==> src/rtl/cmd_router.sv <==
// Byte-stream command parser: 0x44 + DAC_W/8 bytes (MSB first) loads the DAC word,
// 0x50 + channel + wiper loads a digital pot; each frame is answered with ACK 0x06 or NAK 0x15.
module cmd_router #(
    parameter int DAC_W   = 16,
    parameter int NPOT    = 4,
    parameter int POT_W   = 8,
    parameter int TIMEOUT = 1000,
    localparam int CH_W   = (NPOT > 1) ? $clog2(NPOT) : 1
) (
    input  logic             clk,
    input  logic             rst_n,
    input  logic [7:0]       data_in,
    input  logic             tx_send,
    output logic [7:0]       data_out,
    output logic             data_out_valid,
    output logic             ctrl_dac,
    output logic [DAC_W-1:0] dato_dac,
    output logic [CH_W-1:0]  mux_dpot,
    output logic             ctrl_dpot,
    output logic [POT_W-1:0] dato_dpot,
    output logic [1:0]       seg
);
    localparam int         NBYTES  = DAC_W / 8;
    localparam int         TMR_W   = $clog2(TIMEOUT + 1);
    localparam logic [7:0] HDR_DAC = 8'h44;
    localparam logic [7:0] HDR_POT = 8'h50;
    localparam logic [7:0] ACK     = 8'h06;
    localparam logic [7:0] NAK     = 8'h15;

    typedef enum logic [1:0] {
        IDLE     = 2'd0,
        GET_CH   = 2'd1,
        GET_DATA = 2'd2,
        ISSUE    = 2'd3
    } state_e;

    state_e           state_q, state_d;
    logic             tx_q;
    logic             arm_q;
    logic             pot_q, pot_d;
    logic [2:0]       cnt_q, cnt_d;
    logic [CH_W-1:0]  ch_q, ch_d;
    logic [DAC_W-1:0] stage_q, stage_d;
    logic [TMR_W-1:0] tmr_q, tmr_d;
    logic             nak_q, nak_d;
    logic [DAC_W-1:0] dac_q, dac_d;
    logic [CH_W-1:0]  mux_q, mux_d;
    logic [POT_W-1:0] wip_q, wip_d;
    logic             accept;
    logic [DAC_W-1:0] stage_shift;

    // arm_q blocks a byte when tx_send is already high as reset releases
    assign accept      = tx_send & ~tx_q & arm_q;
    assign stage_shift = (stage_q << 8) | DAC_W'(data_in);

    always_comb begin
        state_d = state_q;
        pot_d   = pot_q;
        cnt_d   = cnt_q;
        ch_d    = ch_q;
        stage_d = stage_q;
        tmr_d   = '0;
        nak_d   = 1'b0;
        dac_d   = dac_q;
        mux_d   = mux_q;
        wip_d   = wip_q;
        unique case (state_q)
            IDLE, ISSUE: begin
                state_d = IDLE;
                if (accept) begin
                    if (data_in == HDR_DAC) begin
                        state_d = GET_DATA;
                        pot_d   = 1'b0;
                        cnt_d   = 3'(NBYTES);
                        stage_d = '0;
                    end else if (data_in == HDR_POT) begin
                        state_d = GET_CH;
                        pot_d   = 1'b1;
                        stage_d = '0;
                    end else begin
                        nak_d = 1'b1;
                    end
                end
            end
            GET_CH: begin
                if (accept) begin
                    if (data_in < 8'(NPOT)) begin
                        ch_d    = data_in[CH_W-1:0];
                        cnt_d   = 3'd1;
                        state_d = GET_DATA;
                    end else begin
                        nak_d   = 1'b1;
                        state_d = IDLE;
                    end
                end else if (tmr_q == TMR_W'(TIMEOUT - 1)) begin
                    nak_d   = 1'b1;
                    state_d = IDLE;
                    stage_d = '0;
                end else begin
                    tmr_d = tmr_q + 1'b1;
                end
            end
            GET_DATA: begin
                if (accept) begin
                    stage_d = stage_shift;
                    cnt_d   = cnt_q - 3'd1;
                    // held outputs are loaded on the final-byte edge so they are valid alongside the strobe
                    if (cnt_q == 3'd1) begin
                        state_d = ISSUE;
                        if (pot_q) begin
                            mux_d = ch_q;
                            wip_d = data_in;
                        end else begin
                            dac_d = stage_shift;
                        end
                    end
                end else if (tmr_q == TMR_W'(TIMEOUT - 1)) begin
                    nak_d   = 1'b1;
                    state_d = IDLE;
                    stage_d = '0;
                end else begin
                    tmr_d = tmr_q + 1'b1;
                end
            end
        endcase
    end

    always_ff @(posedge clk or negedge rst_n) begin
        if (!rst_n) begin
            state_q <= IDLE;
            tx_q    <= 1'b0;
            arm_q   <= 1'b0;
            pot_q   <= 1'b0;
            cnt_q   <= '0;
            ch_q    <= '0;
            stage_q <= '0;
            tmr_q   <= '0;
            nak_q   <= 1'b0;
            dac_q   <= '0;
            mux_q   <= '0;
            wip_q   <= '0;
        end else begin
            state_q <= state_d;
            tx_q    <= tx_send;
            arm_q   <= arm_q | ~tx_send;
            pot_q   <= pot_d;
            cnt_q   <= cnt_d;
            ch_q    <= ch_d;
            stage_q <= stage_d;
            tmr_q   <= tmr_d;
            nak_q   <= nak_d;
            dac_q   <= dac_d;
            mux_q   <= mux_d;
            wip_q   <= wip_d;
        end
    end

    assign ctrl_dac       = (state_q == ISSUE) & ~pot_q;
    assign ctrl_dpot      = (state_q == ISSUE) & pot_q;
    assign data_out_valid = (state_q == ISSUE) | nak_q;
    assign data_out       = (state_q == ISSUE) ? ACK : (nak_q ? NAK : 8'h00);
    assign dato_dac       = dac_q;
    assign mux_dpot       = mux_q;
    assign dato_dpot      = wip_q;
    assign seg            = state_q;
endmodule

==> config.mk <==
export PLATFORM = sky130hd
export DESIGN_NAME = cmd_router
export DESIGN_NICKNAME = d
export VERILOG_FILES = /design/src/rtl/cmd_router.sv
export SDC_FILE = /design/constraint.sdc
export NUM_CORES = 1
export LEC_CHECK = 0
export BUFFER_PORTS_ARGS = -buffer_cell sky130_fd_sc_hd__buf_2
export CAP_MARGIN = 15
export CELL_PAD_IN_SITES_DETAIL_PLACEMENT = 1
export CELL_PAD_IN_SITES_GLOBAL_PLACEMENT = 2
export CORE_AREA = 2 2 90 92
export DETAILED_ROUTE_END_ITERATION = 8
export DIE_AREA = 0 0 92 94
export GPL_TIMING_DRIVEN = 1
export PLACE_DENSITY = 0.78
export RECOVER_POWER = 50
export SYNTH_ARGS = -nofsm -noshare
export SYNTH_HDL_FRONTEND = slang
export SYNTH_SLANG_ARGS = --single-unit
==> constraint.sdc <==
create_clock -name clk -period 5.2 [get_ports clk]
set_input_delay 1.04 -clock clk [delete_from_list [all_inputs] [get_ports clk]]
set_output_delay 1.04 -clock clk [all_outputs]
set_load 0.02 [all_outputs]
==> impl_results.md, run 1 <==
- Status: finished clean
- Setup slack at placement: 2.37 ns
- Tot GR Track Use: 13.6%
- H-tree levels: 2
- First-pass GRT wire length: 9.14 mm
- Worst-Margin Slew: 0.981 ns
- Synthesized-area fraction occupied by adder cells: 2.89%
- Critical path data arrival time: 2.77 ns
- Bufs and invs on worst path: 1
- Initial core utilization: 34.2%
- Commonest non-fill, non-tap cell in the layout: dfrtp_1
- Pwr per Cell Area: 270 nW/um^2
- Library cells used by synthesis: 46
- Max-Cap Viols: 0
- CTS resizes: 0
- Complex-gate fraction of the synthesized area: 9.38%
- # port buffers: 45
- Leading post-synthesis cells by cell area: dfrtp_1 53%, mux2_2 12%, a32o_1 3.1%, ha_1 2.9%, buf_4 2.6%
- RSZ-0062 raised after global routing: no
- Nets: 275
- # DRC: 0
- Initial drt markers: 78
- Reg clk slew, reported paths: 0.09 ns
- Die H: 94 um
- Synth Cell Area: 2600 um^2
- Area share of and/or/nand/nor cells after synthesis: 13.8%
- Setup TNS: 0 ns
- Worst hold path type: flip-flop to flip-flop
- Clock Sinks: 55
- Cells after Synth: 216
- Worst reg2reg startpoint: seg[0]$_DFFE_PN0P_
- Largest family of logic cells by synthesized area: simple AND/OR/NAND/NOR gates
- Drt via density: 4.99
- GP Congestion: 0.768
- Routed len/inst: 15.3 um
- CP top delay family: compound AO/OA/AOI/OAI gates
- Fmax: 0.389 GHz
- CP Class: primary input to flip-flop
- Req. time, crit path: 5.40 ns
- Clock Path Buffers: 2
- Sequential share of the synthesized area: 52.9%
- Cell area after layout: 2970 um^2
- Prevailing post-synth register cell: dfrtp_1
- Worst vdd ir: 141 uV
- Postcts setup bufs: 0
- CP startpoint: data_in[0]
- I/O pins: 50
- Number of diodes: 0
- Fin. Hold Viols: 0
- Slowest-stage cell, CP: nor4b_1
- Row cnt: 32
- Routed vias: 1802
- Largest net degree at the start of global routing: 56
- Inst Count DP: 353
- Cts bufs inserted: 5
- Clock root buffer: clkbuf_8
- Leak: 1.38 nW
- Mux cell area share after synthesis: 13.5%
- Fin crit share: 49.5%
- Worst-path fanout max: 8
- Final setup vio count: 0
- Synthesized area per cell: 12.0 um^2
- Placement Cell Area: 2890 um^2
- Share of cells above drive strength 1: 28.2%
- Vias in the first global route: 1859
- Slew headroom: 34.1%
- Fin crit period: 2.57 ns
- Clock skew: 0.00742 ns
- XOR/XNOR Fraction of Synth Area: 3.03%
- Yosys top cell by area: dfrtp_1
- Yosys warns: 0
- Asr flop ratio synth: 100%
- Die area: 8650 um^2
- Drt pass-1 iters: 4
- TritonCTS clock tree: done
- Core ar.: 7610 um^2
- Number of synthesized flops with an enable pin: 0
- Post-detail-place hpwl: 4.02 mm
- Total Wirelength: 5.51 mm
- Clk_lat worst skew: 0.31 ns
- Max incr delay on CP: 0.71 ns
- Synth Register Bits: 55
- Final hold slack: 0.495 ns
- Grt ovf: 0
- Cells along the critical path: buf_2 -> nor4b_1 -> a31oi_1 -> a32o_1
- Synth-to-layout area growth: 14.2%
- Startpoint types: primary input
- CP endpoint kind: flip-flop
- Hold Buf Count CTS: 0
- Antenna-violating nets left: 0
- Synth top area share: 52.9%
- Final setup margin: 2.63 ns
- Pins Over Slew Limit: 0
- Initial antenna violation count: 0
- Die X: 92 um
- Hold Crit Start: arm_q$_DFF_PN0_
- Final std cells w/o fill: 361
- Most frequent cells in the layout: 55 x dfrtp_1, 30 x buf_2, 28 x mux2_2
[worst paths after layout]
path,endpoint,slack (ns),cells after the start
max,stage_q[6]$_DFFE_PN0P_,2.63,4
min,arm_q$_DFF_PN0_,0.50,1
max reg2reg,dato_dac[9]$_DFFE_PN0P_,2.93,5
min reg2reg,arm_q$_DFF_PN0_,0.50,1
max in group asynchronous,mux_dpot[0]$_DFFE_PN0P_,3.90,2
min in group asynchronous,dato_dpot[2]$_DFFE_PN0P_,0.85,2
[layer usage]
metal	part of all wire [%]	global-route usage, %	vias to the layer above
li1	-	-	846
met1	47	17.5	919
met2	48	22.8	31
met3	3.6	3.13	6
met4	1.0	4.10	0
met5	0	0	-
[registers in the layout, summed over array words and instances (netlist names), 2 cells and up]
signal / flops
ch_q: 2
cnt_q: 3
dato_dac: 16
dato_dpot: 8
mux_dpot: 2
seg: 2
stage_q: 8
tmr_q: 10
[cells by family after synthesis]
| family | count (synthesis) |
|---|---|
| XOR/XNOR | 9 |
| buffers and inverters | 21 |
| flip-flops | 55 |
| other | 1 |
| AND/OR/NAND/NOR | 63 |
| adder cells (fa/ha/maj) | 6 |
| multiplexers | 31 |
| AO/OA/AOI/OAI | 30 |
[layout make-up]
class | count | area [um^2]
flip-flops and latches | 55 | 1380
inverters | 7 | 26.3
fillers | 872 | 4640
clock buffers | 6 | 72.6
well taps | 102 | 128
repair buffers | 46 | 214
clock inverters | 2 | 38.8
multi-input cells | 143 | 1120
[synth_stat cells (6+ instances only)]
master and number:
buf_4 9, nor3_1 7, inv_1 7, dfrtp_1 55, nor2_1 18, ha_1 6
mux2_2 28, a32o_1 8, xnor2_1 7, nand2_1 8, nand3_1 7
[metrics by stage]
step | util, % | total power, mW
2_1_floorplan | - | 0.499
5_1_grt | 39.1 | 0.837
4_1_cts | 39.4 | 0.818
6_report | 39.1 | 0.801
3_5_place_dp | 37.9 | 0.525
3_3_place_gp | 37.9 | 0.522
[power breakdown]
part,total (mW),internal [mW],switching [mW]
registers,0.450,0.442,0.00836
logic,0.0641,0.0239,0.0402
clock network,0.287,0.146,0.141
Note: power is estimated with default switching activity, not from simulation.
==> run 2, diff against run 1 <==
==> constraint.sdc (replaced) <==
create_clock -name clk -period 2.4 [get_ports clk]
set_input_delay 0.48 -clock clk [delete_from_list [all_inputs] [get_ports clk]]
set_output_delay 0.48 -clock clk [all_outputs]
set_load 0.02 [all_outputs]
==> impl_results.md, run 2 (same netlist as run 1, synthesis figures left out) <==
- Hold Buf Count CTS: 0
- Pins Over Slew Limit: 0
- Largest net degree at the start of global routing: 26
- I/O pins: 50
- Share of cells above drive strength 1: 29.2%
- Most frequent cells in the layout: 55 x dfrtp_1, 28 x mux2_2, 28 x buf_2
- CTS resizes: 0
- Total power: 1.64 mW
- CP endpoint kind: flip-flop
- Worst vdd ir: 285 uV
- Bufs and invs on worst path: 1
- Postcts setup bufs: 0
- Max incr delay on CP: 0.48 ns
- Routed len/inst: 15.1 um
- Cts bufs inserted: 5
- Tot GR Track Use: 13.6%
- Req. time, crit path: 2.59 ns
- Nets: 280
- Total Wirelength: 5.51 mm
- Initial drt markers: 48
- Worst-Margin Slew: 1.38 ns
- Clk_lat worst skew: 0.31 ns
- Number of diodes: 0
- Startpoint types: flip-flop
- Synth-to-layout area growth: 14.8%
- Fin. Hold Viols: 0
- # DRC: 0
- Max-Cap Viols: 0
- First-pass GRT wire length: 9.49 mm
- Worst hold path type: primary input to flip-flop
- Clock root buffer: clkbuf_8
- GP Congestion: 0.760
- Largest register FFs: 16
- Die X: 92 um
- # port buffers: 45
- Final setup vio count: 0
- Slew headroom: 8.32%
- Antenna-violating nets left: 0
- TritonCTS clock tree: done
- Grt ovf: 0
- Routed vias: 1792
- Die H: 94 um
- Clock skew: 0.00774 ns
- Initial antenna violation count: 0
- Commonest non-fill, non-tap cell in the layout: dfrtp_1
- Clock Path Buffers: 2
- CP Class: flip-flop to flip-flop
- H-tree levels: 2
- FILL cells: 887
- RSZ-0062 raised after global routing: no
- Cells along the critical path: inv_1 -> ha_1 -> nor2_1 -> nand3_1 -> a32o_1
- Clock Sinks: 55
- Worst-path fanout max: 14
- Drt pass-1 iters: 4
- Drt via density: 4.90
- Die area: 8650 um^2
- Post-detail-place hpwl: 4.19 mm
- Setup TNS: 0 ns
- Slowest-stage cell, CP: ha_1
- Row cnt: 32
- Fmax: 0.502 GHz
- Critical path data arrival time: 2.19 ns
- Leak: 1.39 nW
- Vias in the first global route: 1849
- CP top delay family: simple AND/OR/NAND/NOR gates
- Initial core utilization: 34.2%
- Pwr per Cell Area: 549 nW/um^2
- Reg clk slew, reported paths: 0.10 ns
- Core ar.: 7610 um^2
- Status: finished clean
- Fin crit share: 83.1%
- Fin crit period: 1.99 ns
==> run 2: metrics by stage <==
step	setup WS, ns	cell area [um^2]	hold WS [ns]	cells	utilization [%]
2_1_floorplan	0.496	2610	0.184	219	-
6_report	0.407	2990	0.332	366	39.3
4_1_cts	0.395	3010	0.171	366	39.6
3_3_place_gp	0.292	2920	0.470	358	38.4
3_5_place_dp	0.256	2920	0.474	358	38.4
5_1_grt	0.160	2990	0.335	366	39.3
==> run 2: worst register-to-register path, stage by stage (launching register included) <==
cell and delay [ns]:
dfrtp_1 0.43, inv_1 0.07, ha_1 0.48, nor2_1 0.22, nand3_1 0.30, a32o_1 0.39
==> run 2: power breakdown <==
part	switching [mW]	total, mW	internal (mW)
combinational	0.0901	0.142	0.0518
clock	0.311	0.521	0.210
sequential	0.0181	0.975	0.957
==> run 2: layout make-up <==
cell class	count	area, um^2	area share [%]
multi-input cells	143	1120	37.6
flip-flops and latches	55	1380	46.1
well taps	102	128	4.27
clock buffers	5	68.8	2.30
inverters	7	26.3	0.880
repair buffers	51	243	8.13
clock inverters	3	22.5	0.754
==> run 2: layer usage <==
metal	global-route usage (%)	up-vias	wire, um
met4	2.61	0	42
met5	0	-	0
met3	2.17	4	183
met2	21.8	36	2600
met1	19.8	895	2690
li1	-	857	-
==> run 2: path summary, 6_finish.rpt <==
kind,start,to,slack (ns),depth (start not counted)
setup / recovery,seg[0]$_DFFE_PN0P_,stage_q[4]$_DFFE_PN0P_,0.41,5
hold / removal,tx_send,tx_q$_DFF_PN0_,0.33,1
setup reg to reg,seg[0]$_DFFE_PN0P_,stage_q[4]$_DFFE_PN0P_,0.41,5
hold reg to reg,arm_q$_DFF_PN0_,arm_q$_DFF_PN0_,0.50,1
max in group asynchronous,rst_n,cnt_q[1]$_DFFE_PN0P_,0.56,2
min in group asynchronous,rst_n,dato_dac[14]$_DFFE_PN0P_,0.47,1
==> run 3, diff against run 2 <==
--- a/config.mk
+++ b/config.mk
@@ -9,11 +9,11 @@
 export CAP_MARGIN = 15
 export CELL_PAD_IN_SITES_DETAIL_PLACEMENT = 1
 export CELL_PAD_IN_SITES_GLOBAL_PLACEMENT = 2
-export CORE_AREA = 2 2 90 92
+export CORE_AREA = 2 2 94 96
 export DETAILED_ROUTE_END_ITERATION = 8
-export DIE_AREA = 0 0 92 94
+export DIE_AREA = 0 0 96 98
 export GPL_TIMING_DRIVEN = 1
-export PLACE_DENSITY = 0.78
+export PLACE_DENSITY = 0.75
 export RECOVER_POWER = 50
 export SYNTH_ARGS = -nofsm -noshare
 export SYNTH_HDL_FRONTEND = slang
==> constraint.sdc (replaced) <==
create_clock -name clk -period 1.7 [get_ports clk]
set_input_delay 0.34 -clock clk [delete_from_list [all_inputs] [get_ports clk]]
set_output_delay 0.34 -clock clk [all_outputs]
set_load 0.02 [all_outputs]
==> impl_results.md, run 3 (same netlist as run 1, synthesis figures left out) <==
- Nets: 321
- Status: complete, but fails checks
- GP Congestion: 0.782
- Die X: 96 um
- Most frequent cells in the layout: 53 x dfrtp_1, 41 x buf_4, 39 x buf_2
- Clock Sinks: 55
- Cts bufs inserted: 5
- CP Class: flip-flop to output pin
- Slew headroom: 9.13%
- Pwr per Cell Area: 684 nW/um^2
- H-tree levels: 2
- Post-layout util: 42.6%
- Number of diodes: 0
- Final hold slack: 0.238 ns
- Final setup margin: -0.0509 ns
- Drt pass-1 iters: 4
- Fin crit period: 1.75 ns
- Largest net degree at the start of global routing: 56
- Initial core utilization: 30.7%
- Fin crit share: 103%
- Startpoint types: flip-flop
- Met3 wire len: 189 um
- Reg clk slew, reported paths: 0.11 ns
- Largest register FFs: 16
- Worst vdd ir: 380 uV
- # port buffers: 45
- Max-Cap Viols: 0
- Commonest non-fill, non-tap cell in the layout: dfrtp_1
- Final setup vio count: 8
- Leak: 1.72 nW
- Post-detail-place hpwl: 4.66 mm
- Worst-path fanout max: 5
- Row cnt: 34
- Clock skew: 0.0118 ns
- Die area: 9410 um^2
- Share of cells above drive strength 1: 52.5%
- Critical path data arrival time: 1.41 ns
- Initial antenna violation count: 0
- Worst-Margin Slew: 1.36 ns
- TritonCTS clock tree: done
- Setup TNS: -0.197 ns
- I/O pins: 50
- Routed len/inst: 16.9 um
- Pins Over Slew Limit: 0
- Wire length on met1: 3.15 mm
- Clk_lat worst skew: 0.32 ns
- Inst Count DP: 396
- Grt ovf: 0
- Tot GR Track Use: 14.8%
- Routed vias: 1991
- Core ar.: 8470 um^2
- Uppermost layer routed: met4
- Clock root buffer: clkbuf_8
- Final std cells w/o fill: 413
- Cell area after layout: 3600 um^2
- Initial drt markers: 96
- CP endpoint kind: output pin
- # DRC: 0
- Clock Path Buffers: 2
- Fmax: 0.571 GHz
- Total Wirelength: 6.98 mm
- Violated checks: setup timing
- Die H: 98 um
- Met2 Routed Length: 3.54 mm
- Drt via density: 4.82
- Worst hold path type: primary input to flip-flop
- Placement Cell Area: 3240 um^2
- Synth-to-layout area growth: 38.5%
- First-pass GRT wire length: 10.7 mm
- Req. time, crit path: 1.36 ns
- Hold Buf Count CTS: 0
- Antenna-violating nets left: 0
- Fin. Hold Viols: 0
- RSZ-0062 raised after global routing: yes
- Vias in the first global route: 2032
run 3: cell count changes in the layout (fill, tap and decap cells not counted), sizes merged:
cell | before | now
buf | 32 | 91
clkbuf | 24 | 6
run 3: critical path, stage by stage (launching register included):
cell     delay, ns
dfrtp_2       0.44
buf_6         0.13
ha_4          0.16
or2_4         0.24
buf_6         0.13
run 3: metal layers:
| metal | vias to the layer above | GRT usage (%) |
|---|---|---|
| met2 | 48 | 23.1 |
| li1 | 939 | - |
| met5 | - | 0 |
| met3 | 7 | 2.01 |
| met4 | 0 | 3.96 |
| met1 | 997 | 21.4 |
run 3: final cells by class:
| cell class | count | area, um^2 |
|---|---|---|
| sequential | 55 | 1380 |
| tap | 108 | 135 |
| multi-input combinational | 143 | 1320 |
| clock buffer | 5 | 68.8 |
| fill | 914 | 4860 |
| inverter | 7 | 26.3 |
| clock inverter | 3 | 28.8 |
| timing repair buffer | 92 | 644 |
run 3: final timing paths:
check / from / to / slack [ns] / cells past startpoint
max reg2reg: seg[1]$_DFFE_PN0P_ / cnt_q[0]$_DFFE_PN0P_ / -0.03 / 6
min: tx_send / tx_q$_DFF_PN0_ / 0.24 / 2
min reg2reg: tmr_q[0]$_DFF_PN0_ / tmr_q[0]$_DFF_PN0_ / 0.49 / 1
max: seg[1]$_DFFE_PN0P_ / data_out[2] / -0.05 / 4
max in group asynchronous: rst_n / seg[1]$_DFFE_PN0P_ / 0.39 / 2
min in group asynchronous: rst_n / dato_dac[11]$_DFFE_PN0P_ / 0.40 / 2
run 3: what timing repair did:
action,in CTS,in global routing
gates resized for setup,16,39
setup endpoints to repair,25,44
buffers inserted,1,7
gates cloned,0,1
pin swaps,0,2
run 3: through the flow:
step | worst slack (ns) | power, mW
after floorplan | 0.00314 | 1.53
after global placement | -0.0598 | 1.65
after detailed placement | -0.0802 | 1.66
after CTS | -0.0710 | 2.47
after global routing | -0.0987 | 2.59
final | -0.0509 | 2.46
run 3: power breakdown:
part	total, mW	internal, mW	switching [mW]
clock network	0.794	0.307	0.487
registers	1.38	1.35	0.0298
logic	0.287	0.130	0.157
